File: src/rtl/mem_stage_lsu_pkg.sv
// Shared definitions for the memory-stage load/store unit: access width codes,
// FSM state encoding and exception cause values.
package mem_stage_lsu_pkg;

    localparam logic [2:0] F3_LB  = 3'b000;
    localparam logic [2:0] F3_LH  = 3'b001;
    localparam logic [2:0] F3_LW  = 3'b010;
    localparam logic [2:0] F3_LBU = 3'b100;
    localparam logic [2:0] F3_LHU = 3'b101;
    localparam logic [2:0] F3_SB  = 3'b000;
    localparam logic [2:0] F3_SH  = 3'b001;
    localparam logic [2:0] F3_SW  = 3'b010;

    typedef enum logic [1:0] {
        ST_IDLE = 2'd0,
        ST_BUS  = 2'd1,
        ST_RESP = 2'd2
    } lsu_state_t;

    localparam logic [1:0] CAUSE_LOAD_MISALIGN  = 2'd0;
    localparam logic [1:0] CAUSE_STORE_MISALIGN = 2'd1;
    localparam logic [1:0] CAUSE_BUS_ERR        = 2'd2;
    localparam logic [1:0] CAUSE_TIMEOUT        = 2'd3;

    typedef enum logic [1:0] {
        SZ_BYTE = 2'd0,
        SZ_HALF = 2'd1,
        SZ_WORD = 2'd2
    } access_size_t;

    // Low two func3 bits give the width; the unused codes fall into word.
    function automatic access_size_t access_size(input logic [2:0] func3);
        case (func3[1:0])
            2'b00:   return SZ_BYTE;
            2'b01:   return SZ_HALF;
            default: return SZ_WORD;
        endcase
    endfunction

endpackage

File: src/rtl/mem_stage_lsu_align.sv
// Byte-lane alignment: store lane selects and replicated data, misalignment
// detection, and load shift plus sign/zero extension. Purely combinational.
module lsu_align
    import mem_stage_lsu_pkg::*;
#(
    parameter int XLEN = 32
) (
    input  logic [2:0]      func3,
    input  logic [1:0]      off,
    input  logic [XLEN-1:0] wdata,
    input  logic [XLEN-1:0] rdata,
    output logic [3:0]      sel,
    output logic [XLEN-1:0] wdata_rep,
    output logic            misaligned,
    output logic [XLEN-1:0] load_data
);

    access_size_t    size;
    logic [XLEN-1:0] shifted;

    always_comb begin
        size       = access_size(func3);
        shifted    = rdata >> {off, 3'b000};
        sel        = 4'b1111;
        wdata_rep  = wdata;
        misaligned = 1'b0;
        load_data  = shifted;
        case (size)
            SZ_BYTE: begin
                sel       = 4'b0001 << off;
                wdata_rep = {4{wdata[7:0]}};
                load_data = func3[2] ? {{(XLEN-8){1'b0}}, shifted[7:0]}
                                     : {{(XLEN-8){shifted[7]}}, shifted[7:0]};
            end
            SZ_HALF: begin
                sel        = 4'b0011 << off;
                wdata_rep  = {2{wdata[15:0]}};
                misaligned = off[0];
                load_data  = func3[2] ? {{(XLEN-16){1'b0}}, shifted[15:0]}
                                      : {{(XLEN-16){shifted[15]}}, shifted[15:0]};
            end
            default: begin
                misaligned = (off != 2'b00);
            end
        endcase
    end

endmodule

File: src/rtl/mem_stage_lsu.sv
// Memory pipeline stage between EX and WB: issues aligned load/store accesses
// on a strobe/ack bus, stalls upstream while waiting, and reports exceptions.
module mem_stage_lsu
    import mem_stage_lsu_pkg::*;
#(
    parameter int XLEN    = 32,
    parameter int TIMEOUT = 15,
    parameter int RD_W    = 5
) (
    input  logic            clk,
    input  logic            rst_n,
    input  logic            i_valid,
    input  logic            i_load,
    input  logic            i_store,
    input  logic [2:0]      i_func3,
    input  logic [XLEN-1:0] i_addr,
    input  logic [XLEN-1:0] i_wdata,
    input  logic [XLEN-1:0] i_pc,
    input  logic [RD_W-1:0] i_rd,
    input  logic            i_reg_wr,
    input  logic [1:0]      i_result_src,
    output logic            o_ready,
    output logic            o_stb,
    output logic            o_we,
    output logic [XLEN-1:0] o_addr,
    output logic [XLEN-1:0] o_wdata,
    output logic [3:0]      o_sel,
    input  logic            i_ack,
    input  logic            i_err,
    input  logic [XLEN-1:0] i_rdata,
    output logic            o_wb_valid,
    output logic [RD_W-1:0] o_wb_rd,
    output logic            o_wb_reg_wr,
    output logic [1:0]      o_wb_result_src,
    output logic [XLEN-1:0] o_wb_result,
    output logic [XLEN-1:0] o_wb_load_data,
    output logic [XLEN-1:0] o_wb_pc4,
    output logic            o_exc_valid,
    output logic [1:0]      o_exc_cause,
    output logic [XLEN-1:0] o_exc_addr,
    output lsu_state_t      dbg_state
);

    if (XLEN != 32) begin : g_xlen_check
        $error("mem_stage_lsu supports XLEN = 32 only");
    end

    localparam int CNT_W = (TIMEOUT > 1) ? $clog2(TIMEOUT + 1) : 1;

    lsu_state_t      state;
    logic [CNT_W-1:0] cnt;
    logic [2:0]      req_func3;

    logic [2:0]      a_func3;
    logic [1:0]      a_off;
    logic [3:0]      a_sel;
    logic [XLEN-1:0] a_wdata;
    logic            a_misaligned;
    logic [XLEN-1:0] a_load_data;
    logic            is_mem;
    logic            timeout_hit;

    // Handshakes: an instruction transfers on a rising edge with i_valid and
    // o_ready both high, and upstream holds its inputs while o_ready is low.
    // A bus access completes on the first rising edge with o_stb and i_ack
    // high; o_stb and its qualifiers stay stable until that edge.
    assign o_ready   = (state != ST_BUS);
    assign dbg_state = state;
    assign is_mem    = i_load | i_store;

    // The latched request address lives in o_wb_result, so its offset feeds
    // load alignment while the access is outstanding.
    assign a_func3 = (state == ST_BUS) ? req_func3 : i_func3;
    assign a_off   = (state == ST_BUS) ? o_wb_result[1:0] : i_addr[1:0];

    assign timeout_hit = (TIMEOUT != 0) && ((int'(cnt) + 1) == TIMEOUT);

    lsu_align #(.XLEN(XLEN)) u_align (
        .func3      (a_func3),
        .off        (a_off),
        .wdata      (i_wdata),
        .rdata      (i_rdata),
        .sel        (a_sel),
        .wdata_rep  (a_wdata),
        .misaligned (a_misaligned),
        .load_data  (a_load_data)
    );

    always_ff @(posedge clk) begin
        if (!rst_n) begin
            state           <= ST_IDLE;
            cnt             <= '0;
            req_func3       <= '0;
            o_stb           <= 1'b0;
            o_we            <= 1'b0;
            o_addr          <= '0;
            o_wdata         <= '0;
            o_sel           <= '0;
            o_wb_valid      <= 1'b0;
            o_wb_rd         <= '0;
            o_wb_reg_wr     <= 1'b0;
            o_wb_result_src <= '0;
            o_wb_result     <= '0;
            o_wb_load_data  <= '0;
            o_wb_pc4        <= '0;
            o_exc_valid     <= 1'b0;
            o_exc_cause     <= '0;
            o_exc_addr      <= '0;
        end else begin
            o_wb_valid  <= 1'b0;
            o_exc_valid <= 1'b0;
            case (state)
                ST_IDLE, ST_RESP: begin
                    state <= ST_IDLE;
                    if (i_valid) begin
                        o_wb_rd         <= i_rd;
                        o_wb_reg_wr     <= i_reg_wr;
                        o_wb_result_src <= i_result_src;
                        o_wb_result     <= i_addr;
                        o_wb_pc4        <= i_pc + XLEN'(4);
                        req_func3       <= i_func3;
                        if (!is_mem) begin
                            o_wb_valid <= 1'b1;
                        end else if (a_misaligned) begin
                            o_wb_valid  <= 1'b1;
                            o_exc_valid <= 1'b1;
                            o_exc_cause <= i_store ? CAUSE_STORE_MISALIGN : CAUSE_LOAD_MISALIGN;
                            o_exc_addr  <= i_addr;
                            o_wb_reg_wr <= 1'b0;
                        end else begin
                            state   <= ST_BUS;
                            cnt     <= '0;
                            o_stb   <= 1'b1;
                            o_we    <= i_store;
                            o_addr  <= {i_addr[XLEN-1:2], 2'b00};
                            o_sel   <= i_store ? a_sel : 4'b1111;
                            o_wdata <= a_wdata;
                        end
                    end
                end
                ST_BUS: begin
                    // Ack is checked first so it wins over a coincident timeout.
                    if (i_ack) begin
                        o_stb      <= 1'b0;
                        o_wb_valid <= 1'b1;
                        state      <= ST_RESP;
                        if (!o_we) begin
                            o_wb_load_data <= a_load_data;
                        end
                        if (i_err) begin
                            o_exc_valid <= 1'b1;
                            o_exc_cause <= CAUSE_BUS_ERR;
                            o_exc_addr  <= o_wb_result;
                            o_wb_reg_wr <= 1'b0;
                        end
                    end else if (timeout_hit) begin
                        o_stb       <= 1'b0;
                        o_wb_valid  <= 1'b1;
                        o_exc_valid <= 1'b1;
                        o_exc_cause <= CAUSE_TIMEOUT;
                        o_exc_addr  <= o_wb_result;
                        o_wb_reg_wr <= 1'b0;
                        state       <= ST_RESP;
                    end else begin
                        cnt <= cnt + 1'b1;
                    end
                end
                default: state <= ST_IDLE;
            endcase
        end
    end

endmodule

File: config.mk
export PLATFORM = sky130hd
export DESIGN_NAME = mem_stage_lsu
export DESIGN_NICKNAME = d
export VERILOG_FILES = /design/src/rtl/mem_stage_lsu_pkg.sv /design/src/rtl/mem_stage_lsu_align.sv /design/src/rtl/mem_stage_lsu.sv
export SDC_FILE = /design/constraint.sdc
export NUM_CORES = 1
export LEC_CHECK = 0
export CAP_MARGIN = 40
export CORE_MARGIN = 3
export CORE_UTILIZATION = 40
export DETAILED_ROUTE_END_ITERATION = 8
export PLACE_DENSITY = 0.81
export SYNTH_ARGS = -nofsm -noshare
export SYNTH_HDL_FRONTEND = slang
export SYNTH_SLANG_ARGS = --single-unit
File: constraint.sdc
create_clock -name clk -period 2 [get_ports clk]
set_clock_uncertainty 0.05 [all_clocks]
set_input_delay 0.4 -clock clk [delete_from_list [all_inputs] [get_ports clk]]
set_output_delay 0.4 -clock clk [all_outputs]
set_load 0.02 [all_outputs]
Word level (Yosys, flattened, before mapping)
Cells that the tools add are included.
Word-level totals
  register bits after elaboration: 217
  input port bits: 146
  output and inout port bits: 213
  word-level logic and storage cells: 114
Cells by class
  add/sub/neg operators: 3
  eq/ne operators: 14
  shifts and indexed selects: 3
  muxes and demuxes: 60
  bitwise operators: 3
  reductions and logical operators: 13
Operator list (number)
  two-way mux 32 bit: 8
  one-hot mux 32 bit (2 select lines): 3
  adder 32 x 3 -> 32 bit (second input constant): 1
  >> shifter 32 x 5 -> 32 bit: 1
  two-way mux 4 bit: 6
  two-way mux 1 bit: 23
  two-way mux 2 bit: 9
  one-hot mux 4 bit (2 select lines): 2
  inequality test 2 bit (second input constant): 6
  one-hot mux 2 bit (2 select lines): 3
  AND reduction 6 bit: 2
  one-hot mux 1 bit (2 select lines): 5
  AND reduction 4 bit: 2
  == test 2 x 1 -> 1 bit (second input constant): 3
  logical NOT 2 bit: 3
  inequality test 3 bit (second input constant): 2
  adder 4 x 1 -> 5 bit (second input constant): 1
  == test 5 x 4 -> 1 bit (second input constant): 1
  AND reduction 5 bit: 1
  adder 4 x 1 -> 4 bit (second input constant): 1
  nonzero test 2 bit: 2
  << shifter 1 x 2 -> 4 bit (first input constant): 1
  << shifter 2 x 2 -> 4 bit (first input constant): 1
  two-way mux 3 bit: 1
  other kinds (7): 8

Depth between registers and ports, before layout
  depth in word-level cells: 10
  depth in mapped cells: 10
  gate-level depth less buffers: 6

Hierarchy
From an unflattened synthesis, not the netlist that was laid out.
Unflattened totals
  cell total of the unflattened synthesis: 1342
  area total of the unflattened synthesis: 10097.2 um^2
Modules (own cells, without submodules)
  mem_stage_lsu: times used 1, cells an instance 1144, area an instance 8717.1 um^2
  lsu_align: times used 1, cells an instance 198, area an instance 1380.1 um^2

Least setup slack after synthesis
Ideal clock, no wire load.
  kind: flip-flop to flip-flop
  start point: reg state[0] (netlist: dbg_state[0])
  end point: reg o_exc_addr[17]
  data arrival time: 2.127 ns
  data required time: 1.859 ns
  slack: -0.268 ns
  stages on the path, launching flop included: 11
  path buffers: 4
  clock period less this slack: 2.268 ns
  cells stage by stage: dfxtp_1 -> nor2b_4 -> buf_6 -> inv_6 -> mux2i_1 -> a221o_1 -> buf_2 -> and3_1 -> buf_6 -> buf_6 -> a311oi_1
On the way
  word-level cells in the longest chain between the ends: 8
Ends and longest elaborated chain
  from (decl): RTL line mem_stage_lsu.sv:50  | lsu_state_t state;
  from (signal assigned): RTL line mem_stage_lsu.sv:91  | state <= ST_IDLE;
  from (signal assigned): RTL line mem_stage_lsu.sv:114  | state <= ST_IDLE;
  from (signal assigned): RTL line mem_stage_lsu.sv:131  | state <= ST_BUS;
  == test 2 x 1 -> 1 bit: RTL line mem_stage_lsu.sv:73, mem_stage_lsu.sv:74, mem_stage_lsu.sv:112
  two-way mux 3 bit: RTL line mem_stage_lsu.sv:73  | assign a_func3 = (state == ST_BUS) ? req_func3 : i_func3;
  == test 2 x 1 -> 1 bit or logical NOT 2 bit (tied branches): RTL line mem_stage_lsu_pkg.sv:33  | case (func3[1:0])
  one-hot mux 2 bit (2 select lines): RTL line mem_stage_lsu_pkg.sv:33
  == test 2 x 1 -> 1 bit or logical NOT 2 bit (tied branches): RTL line mem_stage_lsu_align.sv:28  | case (size)
  one-hot mux 1 bit (2 select lines): RTL line mem_stage_lsu_align.sv:28
  inequality test 2 bit (no source line)
  AND reduction 6 bit (no source line)
  to (signal assigned): RTL line mem_stage_lsu.sv:128  | o_exc_addr <= i_addr;
  to (signal assigned): RTL line mem_stage_lsu.sv:153  | o_exc_addr <= o_wb_result;
  to (signal assigned): RTL line mem_stage_lsu.sv:161  | o_exc_addr <= o_wb_result;
  to (decl): RTL line mem_stage_lsu.sv:40  | output logic [XLEN-1:0] o_exc_addr,
Parallel ways exist; a longest one is shown, timed or not.
A chain may end at the register's enable or synchronous reset.

Worst setup path in the final report
  start point: reg state[0] (netlist: dbg_state[0])
  end point: reg o_wb_load_data[9]
On the way
  word-level cells in the longest chain between the ends: 6
Ends and longest elaborated chain
  == test 2 x 1 -> 1 bit *: RTL line mem_stage_lsu.sv:73, mem_stage_lsu.sv:74, mem_stage_lsu.sv:112
  parallel branches: the longest is 5 deep, another holds >> shifter 32 x 5 -> 32 bit
  to (signal assigned): RTL line mem_stage_lsu.sv:148  | o_wb_load_data <= a_load_data;
  to (decl): RTL line mem_stage_lsu.sv:36  | output logic [XLEN-1:0] o_wb_load_data,
Every way passes the cells marked *.

==> impl_metrics.json <==
{
  "ctsLongestPathBuffers": 3,
  "drt-wirelength-per-cell_um": 20.7,
  "post_drt_via_cell_ratio": 5.78,
  "synth_seq_area_share": 0.451,
  "regToRegSetupSlack_ps": -60,
  "finalHoldViolCount": 0,
  "placed_area_um2": 14300,
  "postSynthRegisterBits": 217,
  "ys_top_cells_by_count": "sky130_fd_sc_hd__nand2_1 (286), sky130_fd_sc_hd__dfxtp_1 (217), sky130_fd_sc_hd__a21oi_1 (128), sky130_fd_sc_hd__clkbuf_1 (70), sky130_fd_sc_hd__o21ai_0 (63)",
  "crit_family": "multiplexers",
  "core-area_um2": 23500,
  "max_freq_mhz": 485,
  "setup_viol": 33,
  "cp.arrival_ps": 2410,
  "clk_transition_reported_paths_ps": 60,
  "worst_pin_slew_ps": 746,
  "die-height_um": 161,
  "status": "finished, violations left",
  "detailedRoute.firstPassIterationCount": 8,
  "fin_crit_sh": 1.03,
  "number_of_flops_mapped_to_enable_cells_by_yosys": 0,
  "globalRouteOverflowTotal": 0,
  "worstPathMaxFanout": 7,
  "routed_wirelength_um": 40100,
  "synth_top_cells_by_area": "sky130_fd_sc_hd__dfxtp_1 (45%), sky130_fd_sc_hd__nand2_1 (11%), sky130_fd_sc_hd__a21oi_1 (6.7%)",
  "synth.lib_cells_used.distinct": 61,
  "area.growth.synth_to_final_pct": 65.8,
  "yosys.cell_count.top_type": "sky130_fd_sc_hd__nand2_1",
  "cts_hold_repair.buffers": 0,
  "seq_area_um2": 4350,
  "synthesis.instances": 1168,
  "worstSetupEndpointType": "flop",
  "gp_congestion": 0.973,
  "vdd.ir_drop.worst_mv": 0.552,
  "period_needed_ps": 2060,
  "tritoncts_clock_tree": "built",
  "timing.critical_path.depth": 8,
  "critical-path-slowest-cell": "sky130_fd_sc_hd__dfxtp_4",
  "whs_ps": 325,
  "slew_viol_final": 0,
  "multi_input_area_um2": 5280,
  "reported_max_cap_violation_count": 0,
  "initialDrtViolationCount": 968,
  "post_route_cells_drive_above_1_share": 0.185,
  "post_synth_instance_area_um2": 9630,
  "floorplan.die.width_um": 161,
  "violations": "negative setup slack",
  "clk-insertion-delay-late_ps": 530,
  "dieArea_um2": 26000,
  "fin_area_um2": 16000,
  "finalNetCount": 1749,
  "grt_max_degree": 99,
  "cts_max_level": 1,
  "cp_slowest_stage_delay_ps": 360,
  "post-synth-top-area-cell": "sky130_fd_sc_hd__dfxtp_1",
  "cp_cell_sequence": "nor2b_4, inv_6, mux2i_4, buf_6, buf_12, mux2_2, a221oi_1, a21oi_1",
  "portBuffers": 356,
  "antenna_violations_before_repair": 1,
  "hp-class": "in -> reg",
  "fillCellCount": 1792,
  "grt_first_pass_wirelength_um": 58500,
  "place_worst_setup_slack_ps": -480,
  "ys_dominant_reg_cell": "sky130_fd_sc_hd__dfxtp_1",
  "initial_utilization": 0.409,
  "fraction_of_synthesis_flops_using_an_asynchronous_set_or_reset_pin": 0,
  "detail_route.drc_violations": 0,
  "worst-setup-path-type": "reg -> reg",
  "drt.antenna.violating_nets": 0,
  "clock-sinks": 217,
  "hold_crit_depth": 5,
  "timing.max_slew.rel_slack": 0.502,
  "unrepaired_setup_endpoints_after_global_routing": "yes",
  "worst-r2r-cell-count": 8,
  "boundaryPins": 359,
  "critPathBufInv": 3,
  "power_density_nw_per_um2": 777,
  "startpoint_type": "flop",
  "vias_in_the_first_global_route": 10645,
  "total_power_mw": 12.4,
  "sum_of_net_half_perimeters_after_detailed_placement_um": 26100,
  "via_count": 11172,
  "yosysWarningCount": 0,
  "required_ps": 2350,
  "layout_setup_ws_ps": -62.3,
  "static-leakage-power_nw": 6.46,
  "grt_use_total": 0.276,
  "floorplan.rows": 56,
  "cts_inserted_buffers": 25,
  "post-synth-top-area-fraction": 0.451,
  "clk_root_buffer_cell": "sky130_fd_sc_hd__clkbuf_16",
  "synthesis.area_per_instance_um2": 8.25
}
## placed cells by master, fill, tap and decap left out, types with 10 or more instances in the layout
cell type / Yosys / layout
sky130_fd_sc_hd__a211oi_1: 16 / 14
sky130_fd_sc_hd__a21oi_1: 128 / 116
sky130_fd_sc_hd__a21oi_2: 0 / 11
sky130_fd_sc_hd__a221oi_2: 0 / 10
sky130_fd_sc_hd__a311oi_1: 37 / 34
sky130_fd_sc_hd__a311oi_2: 12 / 15
sky130_fd_sc_hd__a31oi_1: 62 / 45
sky130_fd_sc_hd__a31oi_2: 0 / 13
sky130_fd_sc_hd__buf_12: 0 / 17
sky130_fd_sc_hd__buf_4: 7 / 103
sky130_fd_sc_hd__buf_6: 6 / 11
sky130_fd_sc_hd__clkbuf_16: 0 / 30
sky130_fd_sc_hd__clkdlybuf4s50_1: 0 / 310
sky130_fd_sc_hd__dfxtp_1: 217 / 214
sky130_fd_sc_hd__dlygate4sd2_1: 0 / 14
sky130_fd_sc_hd__dlymetal6s2s_1: 0 / 30
sky130_fd_sc_hd__mux2_2: 17 / 14
sky130_fd_sc_hd__mux2i_1: 20 / 13
sky130_fd_sc_hd__nand2_1: 286 / 286
sky130_fd_sc_hd__nand3_1: 30 / 30
sky130_fd_sc_hd__nor2_1: 44 / 42
sky130_fd_sc_hd__o21ai_0: 63 / 59
sky130_fd_sc_hd__xor2_1: 10 / 10
## cell families (layout without fill, tap and decap cells)
family          Yosys count  count (layout)  share of synthesized area
mux                      40              40                     0.0460
fa+ha+maj                 3               3                    0.00390
compound gates          361             361                      0.243
simple gates            419             423                      0.186
flops                   217             217                      0.451
other cells               1               3                   0.000389
xor+xnor                 19              19                     0.0173
buf+inv                 108             548                     0.0518
## path summary, 6_finish.rpt
path | start | to
max | dbg_state[0]$_SDFFE_PN0P_ | o_wb_load_data[9]$_SDFFE_PN0P_
min | rst_n | o_wb_pc4[31]$_SDFFE_PN0P_
max reg2reg | dbg_state[0]$_SDFFE_PN0P_ | o_wb_load_data[9]$_SDFFE_PN0P_
min reg2reg | o_wb_rd[4]$_SDFFE_PN0P_ | o_wb_rd[4]$_SDFFE_PN0P_
## worst min-delay path, cell delays in order
cell,delay (ps)
sky130_fd_sc_hd__buf_2,120
sky130_fd_sc_hd__inv_4,70
sky130_fd_sc_hd__nor4_1,50
sky130_fd_sc_hd__mux2i_1,120
sky130_fd_sc_hd__nand3_1,80
## stage by stage
step / std cells / utilization / TNS [ps]
global placement: 1863 / 0.606 / -47980
finish: 1933 / 0.678 / -525
floorplan: 1169 / - / -1560
CTS: 1917 / 0.651 / -115
global route: 1932 / 0.678 / -5750
detailed placement: 1863 / 0.606 / -57300
## layer usage
layer	routed length, um	part of all wire	GRT usage
met5	13	0.00032	0
met4	1950	0.049	0.111
met3	3600	0.090	0.0692
met2	19600	0.49	0.482
met1	14900	0.37	0.324
## state kept, by name, summed over array words and instances, names as in the netlist, 3 cells and up
name	flops
o_wb_load_data	32
cnt	4
o_wb_pc4	32
o_exc_addr	32
req_func3	3
o_wb_rd	5
o_wb_result	32
o_wdata	32
o_sel	4
o_addr	30
## what timing repair did
item                       4_1_cts  5_1_grt
buffers inserted                 8        7
resized for setup               42      102
gates cloned                     6        8
pin swaps                        4       12
setup endpoints to repair      110      165
## final cells by class
cell class	instances	area share
clock buffer	33	0.0436
sequential	217	0.272
tap	319	0.0250
multi-input combinational	848	0.331
timing repair buffer	499	0.321
inverter	9	0.00259
antenna	1	0.000157
clock inverter	7	0.00423
## power breakdown
part	switching [mW]	internal [mW]	leakage [nW]
clock network	1.83	2.55	0.380
logic	1.70	1.51	4.30
registers	0.182	4.63	1.78
Note: power is estimated with default switching activity, not from simulation.
